File: src/rtl/tx_sample_pacer.sv
// Paces a transmitter: periodic sample tick, AM sample FIFO drained one word per tick,
// and frequency/control words that are applied on sample boundaries only.
module tx_sample_pacer #(
  parameter int DIVIDE     = 1250,
  parameter int FIFO_DEPTH = 8,
  parameter int AM_WIDTH   = 8
) (
  input  logic                clk,
  input  logic                rst,
  input  logic [31:0]         input_tx_freq,
  input  logic                input_tx_freq_stb,
  output logic                input_tx_freq_ack,
  input  logic [31:0]         input_tx_am,
  input  logic                input_tx_am_stb,
  output logic                input_tx_am_ack,
  input  logic [31:0]         input_tx_ctl,
  input  logic                input_tx_ctl_stb,
  output logic                input_tx_ctl_ack,
  output logic [31:0]         freq_word,
  output logic [AM_WIDTH-1:0] am_level,
  output logic                tx_enable,
  output logic                sample_tick,
  output logic                underrun,
  output logic [6:0]          fifo_count
);

  localparam int PTR_W = (FIFO_DEPTH > 1) ? $clog2(FIFO_DEPTH) : 1;
  localparam logic [PTR_W-1:0] PTR_ONE   = PTR_W'(1);
  localparam logic [15:0]      TICK_LAST = 16'(DIVIDE - 1);
  localparam logic [6:0]       FIFO_FULL = 7'(FIFO_DEPTH);

  logic [15:0]         tick_cnt;
  logic [15:0]         tick_cnt_next;
  logic                tick_next;
  logic [31:0]         freq_pending;
  logic [AM_WIDTH-1:0] fifo_mem [FIFO_DEPTH];
  logic [PTR_W-1:0]    wr_ptr;
  logic [PTR_W-1:0]    rd_ptr;
  logic [6:0]          count_next;
  logic                freq_xfer;
  logic                am_xfer;
  logic                ctl_xfer;
  logic                pop;
  logic                pop_next;
  logic                enable_next;
  logic                am_ack_next;
  logic                unused_bits;

  assign unused_bits = ^{input_tx_ctl, input_tx_am};
  assign sample_tick = (tick_cnt == TICK_LAST);

  // The AM ack is registered, so it looks one cycle ahead: it may assert into a full
  // FIFO only when the following cycle is known to pop a word.
  always_comb begin
    freq_xfer     = input_tx_freq_stb & input_tx_freq_ack;
    am_xfer       = input_tx_am_stb & input_tx_am_ack;
    ctl_xfer      = input_tx_ctl_stb & input_tx_ctl_ack;
    tick_cnt_next = sample_tick ? 16'd0 : tick_cnt + 16'd1;
    tick_next     = (tick_cnt_next == TICK_LAST);
    enable_next   = ctl_xfer ? input_tx_ctl[0] : tx_enable;
    pop           = sample_tick & tx_enable & (fifo_count != 7'd0);
    count_next    = fifo_count;
    if (am_xfer && !pop) begin
      count_next = fifo_count + 7'd1;
    end else if (pop && !am_xfer) begin
      count_next = fifo_count - 7'd1;
    end
    pop_next    = tick_next & enable_next & (count_next != 7'd0);
    am_ack_next = input_tx_am_stb & ~input_tx_am_ack & ((count_next != FIFO_FULL) | pop_next);
  end

  always_ff @(posedge clk) begin
    if (rst) begin
      tick_cnt          <= '0;
      input_tx_freq_ack <= 1'b0;
      input_tx_am_ack   <= 1'b0;
      input_tx_ctl_ack  <= 1'b0;
      freq_pending      <= '0;
      freq_word         <= '0;
      tx_enable         <= 1'b0;
      underrun          <= 1'b0;
      am_level          <= '0;
      wr_ptr            <= '0;
      rd_ptr            <= '0;
      fifo_count        <= '0;
    end else begin
      tick_cnt          <= tick_cnt_next;
      input_tx_freq_ack <= input_tx_freq_stb & ~input_tx_freq_ack;
      input_tx_am_ack   <= am_ack_next;
      input_tx_ctl_ack  <= input_tx_ctl_stb & ~input_tx_ctl_ack;
      tx_enable         <= enable_next;
      fifo_count        <= count_next;
      if (freq_xfer) begin
        freq_pending <= input_tx_freq;
      end
      if (sample_tick) begin
        freq_word <= freq_pending;
      end
      // A starving tick takes priority over a clear arriving on the same edge.
      if (sample_tick && tx_enable && fifo_count == 7'd0) begin
        underrun <= 1'b1;
      end else if (ctl_xfer && input_tx_ctl[1]) begin
        underrun <= 1'b0;
      end
      if (!tx_enable) begin
        am_level <= '0;
      end else if (pop) begin
        am_level <= fifo_mem[rd_ptr];
      end
      if (am_xfer) begin
        wr_ptr <= wr_ptr + PTR_ONE;
      end
      if (pop) begin
        rd_ptr <= rd_ptr + PTR_ONE;
      end
    end
  end

  always_ff @(posedge clk) begin
    if (am_xfer && !rst) begin
      fifo_mem[wr_ptr] <= input_tx_am[AM_WIDTH-1:0];
    end
  end

endmodule

File: config.mk
export PLATFORM = sky130hd
export DESIGN_NAME = tx_sample_pacer
export DESIGN_NICKNAME = d
export VERILOG_FILES = /design/src/rtl/tx_sample_pacer.sv
export SDC_FILE = /design/constraint.sdc
export NUM_CORES = 1
export LEC_CHECK = 0
export BUFFER_PORTS_ARGS = -buffer_cell sky130_fd_sc_hd__buf_4
export CORE_AREA = 2 2 110 123
export DETAILED_ROUTE_END_ITERATION = 7
export DIE_AREA = 0 0 112 125
export PLACE_DENSITY = 0.79
export SLEW_MARGIN = 20
export SYNTH_ARGS = -nofsm -noshare
export SYNTH_HDL_FRONTEND = slang
export SYNTH_SLANG_ARGS = --single-unit
File: constraint.sdc
create_clock -name clk -period 2.9 [get_ports clk]
set_input_delay 0.58 -clock clk [delete_from_list [all_inputs] [get_ports clk]]
set_output_delay 0.58 -clock clk [all_outputs]
set_load 0.05 [all_outputs]
==> metrics.csv, run 1 <==
metric;value;unit
status;finished, final reports clean;
fin worst setup slack;180;ps
net count after synthesis;736;
final setup fails;0;
share of cells above drive strength 1;23.9;%
Routed WL;14100;µm
Sinks on Clock Net;170;
sequential power share;50.2;%
Post-DP Area;7670;µm²
Tot GR Track Use;20.8;%
CTS tree;done;
area grow syn2layout;22.3;%
Sw Share;21.2;%
Tmin final;2720;ps
Die Ht;125;µm
number of enable flip-flop cells after synthesis;64;
Peak VDD IR;0.387;mV
CP arrival;2140;ps
top cell type's share of synthesized area;31.4;%
most frequent cell after synthesis;nand2_1;
final max-slew violation count;0;
Max Cap Viol;0;
H-tree Lvls;4;
number of fill cells;1014;
largest net degree at the start of global routing;66;
initial core utilization;52.5;%
Final Non-Filler Cells;901;
first-pass GRT wire length;23200;µm
Crit. End Element;output pin;
Most Used Layer, Global Route;met2;
cell-internal power;3.97;mW
NetSw;1.07;mW
setup repair after global routing missed its margin;false;
global-route met1 utilization;23.8;%
clock skew;8.55;ps
Ant. Diodes;0;
final hold vios;0;
Max-slew headroom;43.2;%
DRC;0;
Final Net Count;835;
top cells by area, synth;dfxtp_1, edfxtp_1, nand2_1;
DR iter-0 viols;240;
WL/cell;15.6;µm
DIE AREA;14000;µm²
worst path required time;2320;ps
Post-CTS Hold Buffers;0;
critical-path maximum fanout;5;
Mean Syn Cell Area;10.8;µm²
Hold/Removal Path Class;primary input to register;
Post-Syn Area;6760;µm²
width of the die;112;µm
Final ANT Viol Nets;0;
total gr overflow;0;
ys async rst share;0;%
FP Rows;44;
vias per cell;5.42;
Critical Path Source Type;register;
pre-CTS setup slack;261;ps
# IOs;154;
CTS buffer count;17;
worst slew pin tran;851;ps
Post-CTS Resized;0;
Setup Buffers After CTS;0;
clk_lat worst skew;430;ps
clock-pin slew on the worst setup and hold paths;60;ps
Placed Instances;868;
grt met2 use;36.6;%
grt met3 use;6.40;%
TritonRoute pass-1 iters;5;
sequential cell area fraction in the yosys report;59.8;%
Most used DFF post-synth;dfxtp_1;
Netlist cell types;51;
FMAX;368;MHz
Mapped Cells;628;
Detailed Place HPWL;9220;µm
Seq cells post-synth;170;
clock share of power;45.2;%
CTS Root Cell;clkbuf_16;
number of global-route vias before repair;4884;
synth warn;0;
power per cell area;609;nW/µm²
Via Count;4884;
placer congestion estimate;0.881;
Yosys top cell by area;dfxtp_1;
Leak;2.99;nW
Max Buffers Root-to-Sink;2;
Setup CP Type;register to output pin;
Gate power share;4.7;%
final worst path period share;93.8;%
Port Buffers;99;
core area;12900;µm²
Post-synth top cells;nand2_1, dfxtp_1, a21oi_1;
post-route cell area;8270;µm²
initial antenna violation count;0;
[cells in the final DEF (no fill, tap or decap), types with 10 or more instances in the layout]
| master | netlist | final |
|---|---|---|
| mux4_2 | 16 | 16 |
| buf_4 | 2 | 118 |
| edfxtp_1 | 64 | 64 |
| nand3_1 | 13 | 13 |
| nand2_1 | 154 | 154 |
| clkbuf_16 | 0 | 17 |
| mux2i_1 | 11 | 11 |
| a21oi_1 | 70 | 70 |
| and3_1 | 10 | 10 |
| dfxtp_1 | 106 | 105 |
| xor2_1 | 14 | 14 |
| xnor2_1 | 10 | 10 |
| nor3_1 | 16 | 16 |
| nor2_1 | 37 | 37 |
[power groups by stage]
stage	clock, mW	sequential [mW]	combinational [mW]
6_report	2.28	2.53	0.235
5_1_grt	2.40	2.53	0.258
4_1_cts	2.30	2.53	0.235
3_5_place_dp	0	2.58	0.234
3_3_place_gp	0	2.58	0.224
2_1_floorplan	0	2.60	0.118
[critical path, cell delays in order (launching register included)]
cell and delay (ps):
dfxtp_1 330, inv_1 60, ha_1 120, or4b_4 490, nor4_4 320, buf_4 190
buf_4 190
[metal layers]
metal,part of all wire (%),vias up
li1,-,2398
met1,40,2333
met2,52,128
met3,6.2,25
met4,1.9,0
met5,0,-
[worst paths after layout]
path | from | to | slack [ps] | depth (start not counted)
min | input_tx_am[6] | fifo_mem[2][6]$_DFFE_PP_ | 390 | 1
min reg2reg | freq_word[16]$_SDFFE_PP0N_ | freq_word[16]$_SDFFE_PP0N_ | 450 | 2
max | tick_cnt[1]$_SDFF_PP0_ | sample_tick | 180 | 6
max reg2reg | tick_cnt[3]$_SDFF_PP0_ | am_level[3]$_SDFFE_PP0P_ | 210 | 7
[flip-flops by register name, summed over array words and instances (netlist names)]
name and cells:
am_level 8, fifo_count 7, fifo_mem 64, freq_pending 32, freq_word 32, input_tx_am_ack 1, input_tx_ctl_ack 1, input_tx_freq_ack 1
rd_ptr 3, tick_cnt 16, tx_enable 1, underrun 1, wr_ptr 3
[cells by family after synthesis]
group	synth area share, %
AO/OA/AOI/OAI	7.59
buffers and inverters	2.87
AND/OR/NAND/NOR	17.7
flip-flops	59.8
multiplexers	7.40
adder cells (fa/ha/maj)	1.30
XOR/XNOR	3.35
[per-stage QoR]
stage	power, mW	utilization [%]	setup TNS [ps]	hold WS (ps)
global route	5.19	64.2	0	374
CTS	5.07	64.1	0	375
detailed placement	2.81	59.5	0	447
floorplan	2.71	-	-166	428
finish	5.04	64.2	0	387
global placement	2.80	59.5	0	439
[layout make-up]
cell class                      count  area, µm²  share of cell area [%]
Clock buffer                       20        447                    5.40
Inverter                            4       15.0                   0.182
Sequential cell                   170       4050                    48.9
Tap cell                          161        201                    2.44
Timing Repair Buffer              118        886                    10.7
Multi-Input combinational cell    416       2530                    30.6
Clock inverter                     12        148                    1.79
No activity file was read; power rests on OpenSTA's default activity.
==> run 2: changes to the inputs <==
==> constraint.sdc (replaced) <==
create_clock -name clk -period 2.9 [get_ports clk]
set_input_delay 0.725 -clock clk [delete_from_list [all_inputs] [get_ports clk]]
set_output_delay 0.725 -clock clk [all_outputs]
set_load 0.05 [all_outputs]
==> run 2 against run 1 <==
Net effect: die area unchanged; via count increased by 0.41%; maximum frequency decreased by 2.6%; clock-buffer cell count unchanged; sequential power about the same; critical endpoint unchanged; largest cell class unchanged; highest routed layer unchanged.
==> metrics.csv, run 2 (synthesis results as in run 1) <==
metric;value;unit;change
worst path cell trace;or4b_4 > nor4_4 > buf_4 > buf_4;;
number of fill cells;980;;-3.4%
Most common cell on crit path;buf_4;;
Post-CTS Resized;0;;unchanged
most frequent cells in the layout;nand2_1, buf_4, dfxtp_1;;
Final ANT Viol Nets;0;;unchanged
placer congestion estimate;0.864;;-1.9%
setup repair after global routing missed its margin;false;;
Max Buffers Root-to-Sink;2;;unchanged
CTS tree;done;;
total gr overflow;0;;unchanged
most common cell after layout, fill and taps aside;nand2_1;;
Max-slew headroom;43.6;%;+0.42 points
final max-slew violation count;0;;unchanged
final worst path period share;96.3;%;+2.5 points
Detailed Place HPWL;9390;µm;+1.8%
FF/Latch Area;4050;µm²;unchanged
Tmin final;2790;ps;+72.6 ps
FMAX;358;MHz;-2.6%
worst path required time;2170;ps;-150 ps
FP Rows;44;;unchanged
Port Buffers;99;;unchanged
Hold/Removal Path Class;register to register;;
Final Non-Filler Cells;901;;unchanged
Setup CP Type;register to output pin;;
Final Net Count;835;;unchanged
Via Count;4904;;+0.41%
status;finished, final reports clean;;
Crit. End Element;output pin;;
clock skew;9.89;ps;+1.34 ps
Critical Path Source Type;register;;
Max Cap Viol;0;;unchanged
vias per cell;5.44;;+0.41%
pre-CTS setup slack;250;ps;-10.2 ps
Post-DP Area;7670;µm²;unchanged
power per cell area;593;nW/µm²;-2.7%
clock-pin slew on the worst setup and hold paths;60;ps;about the same
final hold vios;0;;unchanged
CTS buffer count;17;;unchanged
clk_lat worst skew;420;ps;about the same
CP arrival;2070;ps;-70 ps
area of the multi-input gates;2530;µm²;about the same
slowest CP cell;or4b_4;;
TritonRoute pass-1 iters;5;;unchanged
DRC;0;;unchanged
Sinks on Clock Net;170;;unchanged
first-pass GRT wire length;23300;µm;+0.51%
Tot Pwr;4.88;mW;-3.1%
largest net degree at the start of global routing;79;;+20%
worst slew pin tran;845;ps;-6.27 ps
Post-CTS Hold Buffers;0;;unchanged
DR iter-0 viols;198;;-18%
# IOs;154;;unchanged
area grow syn2layout;21.9;%;
DIE AREA;14000;µm²;unchanged
WL/cell;15.9;µm;+1.5%
core area;12900;µm²;unchanged
initial core utilization;52.5;%;unchanged
Tot GR Track Use;20.9;%;+0.065 points
share of cells above drive strength 1;24.2;%;+0.27 points
Peak VDD IR;0.400;mV;+3.3%
Worst Hold Slack;453;ps;+66.3 ps
number of global-route vias before repair;4817;;-1.4%
final setup fails;0;;unchanged
Routed WL;14300;µm;+1.5%
Placed Instances;868;;unchanged
Die Ht;125;µm;unchanged
Max stage delay on crit path;590;ps;+100 ps
max reg flops;64;;unchanged
Ant. Diodes;0;;unchanged
Reg with most FFs;fifo_mem;;
post-route setup TNS;0;ps;unchanged
CTS Root Cell;clkbuf_16;;
post-route cell area;8240;µm²;-0.39%
width of the die;112;µm;unchanged
fin worst setup slack;107;ps;-72.6 ps
registers with the most flip-flops;fifo_mem: 64 flops, freq_pending: 32 flops, freq_word: 32 flops;;
initial antenna violation count;0;;unchanged
critical-path maximum fanout;6;;+1
Leak;2.97;nW;-0.63%
Final Util;63.9;%;-0.25 points
H-tree Lvls;4;;unchanged
run 2: changes by cell type in the layout (fill, tap and decap cells not counted):
cell | previous run | this run
and2_1 | 2 | 1
and2_2 | 0 | 1
bufinv_16 | 3 | 1
clkinv_1 | 2 | 1
clkinv_2 | 2 | 0
clkinv_4 | 1 | 2
clkinvlp_2 | 0 | 1
inv_6 | 1 | 4
run 2: worst paths after layout:
check | startpoint | to | slack, ps | cells past startpoint
worst max-delay path | tick_cnt[3]$_SDFF_PP0_ | sample_tick | 110 | 4
worst min-delay path | freq_pending[3]$_SDFFE_PP0P_ | freq_word[3]$_SDFFE_PP0N_ | 450 | 2
worst max register to register | tick_cnt[3]$_SDFF_PP0_ | input_tx_am_ack$_SDFF_PP0_ | 260 | 6
worst min register to register | freq_pending[3]$_SDFFE_PP0P_ | freq_word[3]$_SDFFE_PP0N_ | 450 | 2
run 2: critical path: cells and delay by family (launching register included):
kind | cells | cell delay [ps]
flip-flops | 1 | 390
AND/OR/NAND/NOR | 2 | 880
buffers and inverters | 2 | 370
run 2: cell type report:
cell class | instances | area share [%]
clock buffer | 20 | 5.42
clock inverter | 12 | 1.38
inverter | 4 | 0.182
multi-input combinational | 416 | 30.7
sequential | 170 | 49.1
tap | 161 | 2.45
timing repair buffer | 118 | 10.8
run 2: metal layers:
layer | GRT usage, % | vias up | part of all wire [%] | routed length (µm)
met5 | 0 | - | 0 | 0
met4 | 7.39 | 0 | 1.4 | 206
met3 | 6.88 | 21 | 6.3 | 900
met2 | 36.2 | 140 | 52 | 7440
met1 | 24.4 | 2358 | 40 | 5740
li1 | - | 2385 | - | -
run 2: what timing repair did:
action | 4_1_cts | 5_1_grt
endpoints found under the hold margin | 0 | 0
setup endpoints to repair | 1 | 1
buffers inserted | 1 | 0
pin swaps | 1 | 1
run 2: report_power, final:
| part | switching [mW] | internal, mW |
|---|---|---|
| clock | 0.908 | 1.21 |
| combinational | 0.137 | 0.0979 |
| sequential | 0.0272 | 2.50 |
